File: config.mk
export PLATFORM = sky130hd
export DESIGN_NAME = ysyx_23060184_regfile_sb
export DESIGN_NICKNAME = d
export VERILOG_FILES = /design/src/rtl/ysyx_23060184_regfile_sb.sv
export SDC_FILE = /design/constraint.sdc
export NUM_CORES = 2
export LEC_CHECK = 0
export ABC_AREA = 1
export CAP_MARGIN = 15
export CORE_MARGIN = 2
export CORE_UTILIZATION = 53
export CTS_CLUSTER_SIZE = 25
export DETAILED_ROUTE_END_ITERATION = 7
export MAX_ROUTING_LAYER = met4
export PLACE_DENSITY = 0.73
export SYNTH_ARGS = -nofsm -noshare
export SYNTH_HDL_FRONTEND = slang
export SYNTH_SLANG_ARGS = --single-unit
File: constraint.sdc
create_clock -name clk -period 38.8 [get_ports clk]
set_input_delay 7.76 -clock clk [delete_from_list [all_inputs] [get_ports clk]]
set_output_delay 7.76 -clock clk [all_outputs]
set_load 0.02 [all_outputs]
File: src/rtl/ysyx_23060184_regfile_sb.sv
// Decode-stage register file with busy scoreboard, optional writeback bypass
// and a valid/ready operand stage feeding the EXU.
module ysyx_23060184_regfile_sb #(
    parameter int unsigned ADDR_WIDTH = 5,
    parameter int unsigned DATA_WIDTH = 32,
    parameter int unsigned NREAD      = 2,
    parameter int unsigned ECALL_REG  = 15,
    parameter int unsigned BYPASS     = 1
) (
    input  logic                             clk,
    input  logic                             reset,
    input  logic                             in_valid,
    output logic                             in_ready,
    input  logic [NREAD*ADDR_WIDTH-1:0]      in_raddr,
    input  logic [ADDR_WIDTH-1:0]            in_rd,
    input  logic                             in_rd_en,
    input  logic                             in_ecall,
    output logic                             out_valid,
    input  logic                             out_ready,
    output logic [NREAD*DATA_WIDTH-1:0]      out_rdata,
    output logic [ADDR_WIDTH-1:0]            out_rd,
    output logic                             out_rd_en,
    input  logic                             wb_valid,
    output logic                             wb_ready,
    input  logic [ADDR_WIDTH-1:0]            wb_addr,
    input  logic [DATA_WIDTH-1:0]            wb_data,
    input  logic                             wb_en,
    output logic [(2**ADDR_WIDTH)-1:0]       busy
);

    localparam int unsigned AW   = ADDR_WIDTH;
    localparam int unsigned DW   = DATA_WIDTH;
    localparam int unsigned NREG = 2**ADDR_WIDTH;
    localparam logic [AW-1:0] ECALL_ADDR = AW'(ECALL_REG);
    localparam bit BYP = (BYPASS != 0);

    logic [DW-1:0]       rf [NREG];
    logic [NREG-1:0]     busy_d;
    logic [AW-1:0]       src_addr [NREAD];
    logic [NREAD*DW-1:0] rdata_c;
    logic                wb_hit;
    logic                raw_c;
    logic                waw_c;
    logic                hazard_c;
    logic                in_fire;
    logic                out_fire;

    assign wb_ready = 1'b1;
    assign wb_hit   = wb_valid & wb_en & (wb_addr != '0);

    // Source select, operand read with bypass, and RAW detection per port
    always_comb begin
        raw_c   = 1'b0;
        rdata_c = '0;
        for (int unsigned k = 0; k < NREAD; k++) begin
            src_addr[k] = in_raddr[k*AW +: AW];
            if (k == 1 && in_ecall) begin
                src_addr[k] = ECALL_ADDR;
            end
            if (src_addr[k] == '0) begin
                rdata_c[k*DW +: DW] = '0;
            end else if (BYP && wb_hit && (wb_addr == src_addr[k])) begin
                rdata_c[k*DW +: DW] = wb_data;
            end else begin
                rdata_c[k*DW +: DW] = rf[src_addr[k]];
            end
            if ((src_addr[k] != '0) && busy[src_addr[k]] &&
                !(BYP && wb_hit && (wb_addr == src_addr[k]))) begin
                raw_c = 1'b1;
            end
        end
    end

    // A same-cycle writeback always releases a WAW, even without the bypass
    assign waw_c    = in_rd_en && (in_rd != '0) && busy[in_rd] &&
                      !(wb_hit && (wb_addr == in_rd));
    assign hazard_c = raw_c | waw_c;

    assign in_ready = (~out_valid | out_ready) & ~hazard_c;
    assign in_fire  = in_valid & in_ready;
    assign out_fire = out_valid & out_ready;

    always_ff @(posedge clk or posedge reset) begin
        if (reset) begin
            for (int unsigned i = 0; i < NREG; i++) begin
                rf[i] <= '0;
            end
        end else if (wb_hit) begin
            rf[wb_addr] <= wb_data;
        end
    end

    // Reservation is applied after the clear so a same-index set wins
    always_comb begin
        busy_d = busy;
        if (wb_hit) begin
            busy_d[wb_addr] = 1'b0;
        end
        if (in_fire && in_rd_en && (in_rd != '0)) begin
            busy_d[in_rd] = 1'b1;
        end
    end

    always_ff @(posedge clk or posedge reset) begin
        if (reset) begin
            busy <= '0;
        end else begin
            busy <= busy_d;
        end
    end

    always_ff @(posedge clk or posedge reset) begin
        if (reset) begin
            out_valid <= 1'b0;
            out_rdata <= '0;
            out_rd    <= '0;
            out_rd_en <= 1'b0;
        end else if (in_fire) begin
            out_valid <= 1'b1;
            out_rdata <= rdata_c;
            out_rd    <= in_rd;
            out_rd_en <= in_rd_en;
        end else if (out_fire) begin
            out_valid <= 1'b0;
        end
    end

endmodule

After elaboration in Yosys (flattened, before gate mapping)

Cells that the tools add are included.

Logic and storage cells: 120
Register bits after elaboration: 1127
Bits of input ports: 60

Muxes and demuxes: 30
Magnitude comparators: 10
Eq/ne operators: 3
Reduce and logical (&&, ||, !) cells: 25
Bitwise operators: 15

Operators by type and width:

| operator                                                                             | number |
|---|---|
| 1024-bit bitwise mux                                                                 | 1 |
| 32-bit two-way mux                                                                   | 11 |
| 32-bit binary-select mux with 5-bit select                                           | 2 |
| 32-bit demux with 5-bit select                                                       | 1 |
| 32-bit AND                                                                           | 1 |
| 32-bit inverter                                                                      | 1 |
| 32-bit OR                                                                            | 1 |
| 5-bit by 6-bit less-than comparator with 1-bit output (second input constant)        | 4 |
| 5-bit nonzero test                                                                   | 4 |
| 6-bit greater-or-equal comparator (second input constant)                            | 3 |
| 5-bit inverter with 6-bit output                                                     | 3 |
| 1-bit binary-select mux with 5-bit select                                            | 3 |
| 5-bit equality test                                                                  | 3 |
| 1-bit logical AND                                                                    | 15 |
| 1-bit demux with 5-bit select                                                        | 2 |
| 5-bit by 1-bit greater-or-equal comparator with 1-bit output (second input constant) | 2 |
| 5-bit zero test                                                                      | 2 |
| 1-bit two-way mux                                                                    | 9 |
| 6-bit by 1-bit less-than comparator with 1-bit output (second input constant)        | 1 |
| 1-bit AND                                                                            | 5 |
| 5-bit two-way mux                                                                    | 1 |
| 1-bit zero test                                                                      | 3 |
| 1-bit inverter                                                                       | 2 |
| 1-bit OR                                                                             | 2 |
| 2-bit nonzero test                                                                   | 1 |

Depth between registers and ports, before layout

Word-level depth: 14
Gate-level depth with buffers: 19
Mapped depth without buffers: 16

Least setup slack after synthesis

Ideal clock, no wire load.

Kind: input port to output port
Start point: input port wb_addr[3]
End point: output port in_ready
Path buffers: 1
Stages: 11
Data arrival time: 8.969 ns
Slack: 22.071 ns
Data required time: 31.040 ns
Cells stage by stage: buf_2 inv_2 nand2_2 nor2_2 nand2_1 nand2_1 nor3_4 nor2_2 nand3_1 nand3_2 inv_1

Word-level cells in the longest chain between the ends: 10
Elaborated cells between the ends (all ways): 19
Those cells by class: eq/ne (3); mux (2); bitwise (4); reduce/logical (10)

RTL lines:

| item                           | RTL line | RTL |
|---|---|---|
| start: declaration             | 25       | `input logic [ADDR_WIDTH-1:0] wb_addr,` |
| 5-bit nonzero test             | 49       | `assign wb_hit = wb_valid & wb_en & (wb_addr != '0);` |
| 1-bit AND                      | 49       |  |
| 1-bit logical AND              | 68       | `!(BYP && wb_hit && (wb_addr == src_addr[k]))) begin` |
| 1-bit zero test                | 68       |  |
| 1-bit logical AND              | 67       | `if ((src_addr[k] != '0) && busy[src_addr[k]] &&` |
| 1-bit two-way mux (2 in a row) | 67       |  |
| 1-bit OR *                     | 77       | `assign hazard_c = raw_c \| waw_c;` |
| 1-bit inverter *               | 79       | `assign in_ready = (~out_valid \| out_ready) & ~hazard_c;` |
| 1-bit AND *                    | 79       |  |
| end: declaration               | 13       | `output logic in_ready,` |

Mark *: on every way between the ends. The rest lies on a longest branch, timed or not.

Final worst setup path

Start point: input port in_ecall
End point: output port in_ready

Word-level cells in the longest chain between the ends: 9
Elaborated cells between the ends (all ways): 13
Those cells by class: eq/ne (1); mux (4); bitwise (3); reduce/logical (5)

RTL lines:

| item                                                                             | RTL line | RTL |
|---|---|---|
| start: declaration                                                               | 17       | `input logic in_ecall,` |
| 5-bit two-way mux *                                                              | 57       | `if (k == 1 && in_ecall) begin` |
| 1-bit binary-select mux with 5-bit select or 5-bit equality test (tied branches) | 67, 68   |  |
| 1-bit two-way mux (not written as such) or 1-bit logical AND (tied branches)     | 67, 68   |  |
| 1-bit logical AND or 1-bit zero test (tied branches)                             | 67, 68   |  |
| 1-bit logical AND *                                                              | 67       |  |
| 1-bit two-way mux *                                                              | 67       |  |
| 1-bit OR *                                                                       | 77       |  |
| 1-bit inverter *                                                                 | 79       |  |
| 1-bit AND *                                                                      | 79       |  |

Mark *: on every way between the ends. The rest lies on a longest branch, timed or not. The select of a mux whose other input is x is not followed.

==> run summary <==
The run finished, with violations left. The final reports fail on DRC. The horizontal die dimension came out at 344 µm.

The die covers 0.118 mm². The maximum number of pins on one net before global-route repair is 223, and the via count normalized by instance count is 6.46. For the part of the Yosys area used for sequential elements, the log shows 0.462.

Clock tree synthesis found a total of 1127 sinks. TritonCTS built the clock tree. The tools report the headroom to the max-slew limit as 0.150. The top cell types in the final layout, fill and taps aside, are nand2_1, o21ai_0, dfrtp_1. Buffers placed on the I/O ports in this run total 163. The share of power burned in combinational logic was 0.188; the number of inserted filler cells in the final layout was 10.5k. The run gives 0.445 as the relative contribution of sequential cells to total power. The worst path needs 19620 ps of the cycle, external delays included. The run gives 0 as the number of routed nets with antenna violations. When the netlist entered floorplanning its net count stood at 8426.

Detailed placement finished with a half-perimeter wire length of 127000 µm. The part of the cycle the worst path needs was 0.506. Pin placement for this block handled 165 I/O pins. The synthesized design contains 1127 register bits. The run gives 0 as the quantity of hold-fixing buffers added after cts.

The maximum ir drop on the vdd rail was 0.0379 mV. The maximum level of the CTS H-tree came out at 3. The initial detailed-routing violation count came out at 10.4k. Averaged over all synthesized cells, the footprint is 7.30 µm². STA classifies the critical path endpoint as a primary output.

For the number of global-route vias before repair, the log shows 57.5k. Setup violations remaining at the end of the flow were counted as 0. Routability-driven placement finished with a final weighted congestion of 0.938. The clock share of power is 0.367. Before CTS, the worst setup slack after placement is 19390 ps. The clock passes through at most 3 buffers.

In this run the power spent charging and discharging nets is 1.05 mW. At the worst endpoint, the arrival time is 11860 ps. Switching share of total power: 0.318. The commonest non-fill, non-tap cell in the layout is nand2_1.

The logs give 0.108 for the met3 usage and 0.114 mm² for the area of the core. The ratio of cells with drive above 1 in the final layout is 0.0439. Number of max-capacitance violations reported: 0. The number of remaining DRC errors came out at 11. The cell area that synthesis handed to floorplanning was 0.0611 mm². Met2 routing resource usage after global routing: 0.574. The first detailed-routing pass ran for 8 iterations. Leakage power: 29.4 nW.

The final layout contains routed wiring with a total length of 238000 µm. The first-pass GRT wire length is 357000 µm, and the average wire per cell in the routed design is 24.9 µm. After the last flow step, the layout net total stands at 8004. Gates resized during post-CTS repair numbered 0. Adding up every negative setup slack in the final design gives 0 ps. The tools report the clock latency on the worst-skew pair as 750 ps.

The cell type with the largest total area after synthesis was dfrtp_1. The sort of element at the start of the critical path is an input port. The root buffer cell chosen for the clock tree is clkbuf_16. For the number of distinct library cells after synthesis, the log shows 34.

Derived from the worst setup path, the maximum achievable clock frequency is 0.0510 GHz. The initial core utilization came out at 0.534. The required time of the critical path came out at 31040 ps.

Summing over every cut layer, the via total after detailed routing is 61.8k. The Yosys step of the flow raised 0 warnings. The area share of the leading cell type in the synthesized netlist was 0.462; the transition at the pin with the smallest max-transition slack was 1280 ps.

The tools report the post-synthesis instance total as 8366. The clock input transition at the sequential cells of the worst setup and hold paths was 60 ps; the post-route worst setup slack was 19180 ps. Across all hold checks on the routed design, the worst slack comes to 394 ps. The highest-utilization routing layer at the global route stage is met2.

Sorting the synthesized cells by area gives the leading types as dfrtp_1, o21ai_0, nand2_1. Dividing total power by cell area gives a power density of 49.9 mW/mm². Category of the most critical setup path: input port to primary output. The logs give 0 for the final count of hold timing violations and 32.5 ps for the final worst clock skew.

The max-slew violation count is 0. The total track usage is 0.410, and the highest net fanout along the worst path is 50. The area growth from synthesis to layout is 8.86%. The number of antenna violations at the first check in global routing came out at 14. The met1 track demand over resource in global routing was 0.541. Setup repair after global routing left no endpoint under its margin.

The initialized floorplan defines 124 standard-cell rows. For this run the aggregate overflow at the end of global routing stands at 0. The cell internal power dissipation was 2.26 mW.

In this run, CTS created clock tree buffers numbering 121. The tightest min-delay check is of the flop to flop type. The post-CTS repair timing setup buffer count is 0.

The floorplan step set the die height to 344 µm.
-- state kept, by name, summed over array words and instances, names as in the netlist --
| register | cells |
|---|---|
| rf | 1024 |
| out_rdata | 64 |
| busy | 32 |
| out_rd | 5 |
| out_rd_en | 1 |
| out_valid | 1 |
-- power groups by stage --
| stage | sequential, mW | clock, mW | combinational [mW] |
|---|---|---|---|
| finish | 1.48 | 1.22 | 0.625 |
| CTS | 1.47 | 1.22 | 0.613 |
| floorplan | 1.49 | 0 | 0.378 |
| detailed placement | 1.49 | 0 | 0.610 |
| global placement | 1.48 | 0 | 0.595 |
| global route | 1.49 | 1.27 | 0.692 |
-- kinds of logic after synthesis --
kind of cell	synth area share
buffers and inverters	0.0824
xor gates and xnor gates	0.00129
and+or+nand+nor	0.218
AOI/OAI and AO/OA	0.236
other	0.0000614
DFF	0.462
-- metrics by stage --
step | total power, mW | cell area, µm² | utilization | cells
after floorplan | 1.86 | 61100 | - | 8366
final | 3.32 | 66500 | 0.582 | 9568
after CTS | 3.30 | 66400 | 0.581 | 9552
after global placement | 2.08 | 62400 | 0.545 | 9332
after global routing | 3.45 | 66500 | 0.582 | 9567
after detailed placement | 2.10 | 62400 | 0.545 | 9332
-- synthesized netlist by cell type, drive strengths merged --
library cell / instances
a21oi: 609
a32o: 28
and3: 2
buf: 274
clkbuf: 534
clkinv: 4
conb: 1
dfrtp: 1127
inv: 436
nand2: 2089
nand3: 660
nand3b: 36
nand4: 49
nor2: 385
nor3: 12
nor4: 7
o211ai: 71
o21ai: 1888
o221ai: 91
o22ai: 54
xnor2: 6
xor2: 3
-- path summary, 6_finish.rpt --
kind                           from            end  slack, ps  cells past startpoint
max                        in_ecall       in_ready      19180                     14
min reg2reg                rf[1023]       rf[1023]        390                      0
min in group asynchronous     reset        rf[276]       7520                      2
max reg2reg                busy[25]  out_rdata[60]      35230                     15
min                        rf[1023]       rf[1023]        390                      0
max in group asynchronous     reset        rf[446]      28050                      5
-- routing by layer --
| metal | part of all wire | wire length, µm | up-vias |
|---|---|---|---|
| met1 | 0.38 | 90700 | 29000 |
| met2 | 0.42 | 99100 | 4705 |
| met3 | 0.14 | 33900 | 940 |
| met4 | 0.061 | 14600 | 0 |
| met5 | 0 | 0 | - |
| li1 | - | - | 27200 |
-- layout make-up --
cell class,count,area [µm²],area share
clock buffers,174,3460,0.0520
multi-input cells,5991,28200,0.424
repair buffers,263,2450,0.0368
well taps,1512,1890,0.0284
diodes,15,37.5,0.000564
flip-flops and latches,1127,28200,0.424
clock inverters,46,611,0.00918
inverters,440,1690,0.0254
-- critical path, stage by stage --
cell and delay [ps]:
clkdlybuf4s50_1 640, nor2_1 420, inv_4 230, nor2_4 500, buf_4 910, nand2_1 120
nand2_1 90, inv_1 40, nand2_1 50, nand2_1 70, nand3_1 150, nand3_2 130
inv_1 90, clkdlybuf4s50_1 600
(Power assumes the default switching activity.)
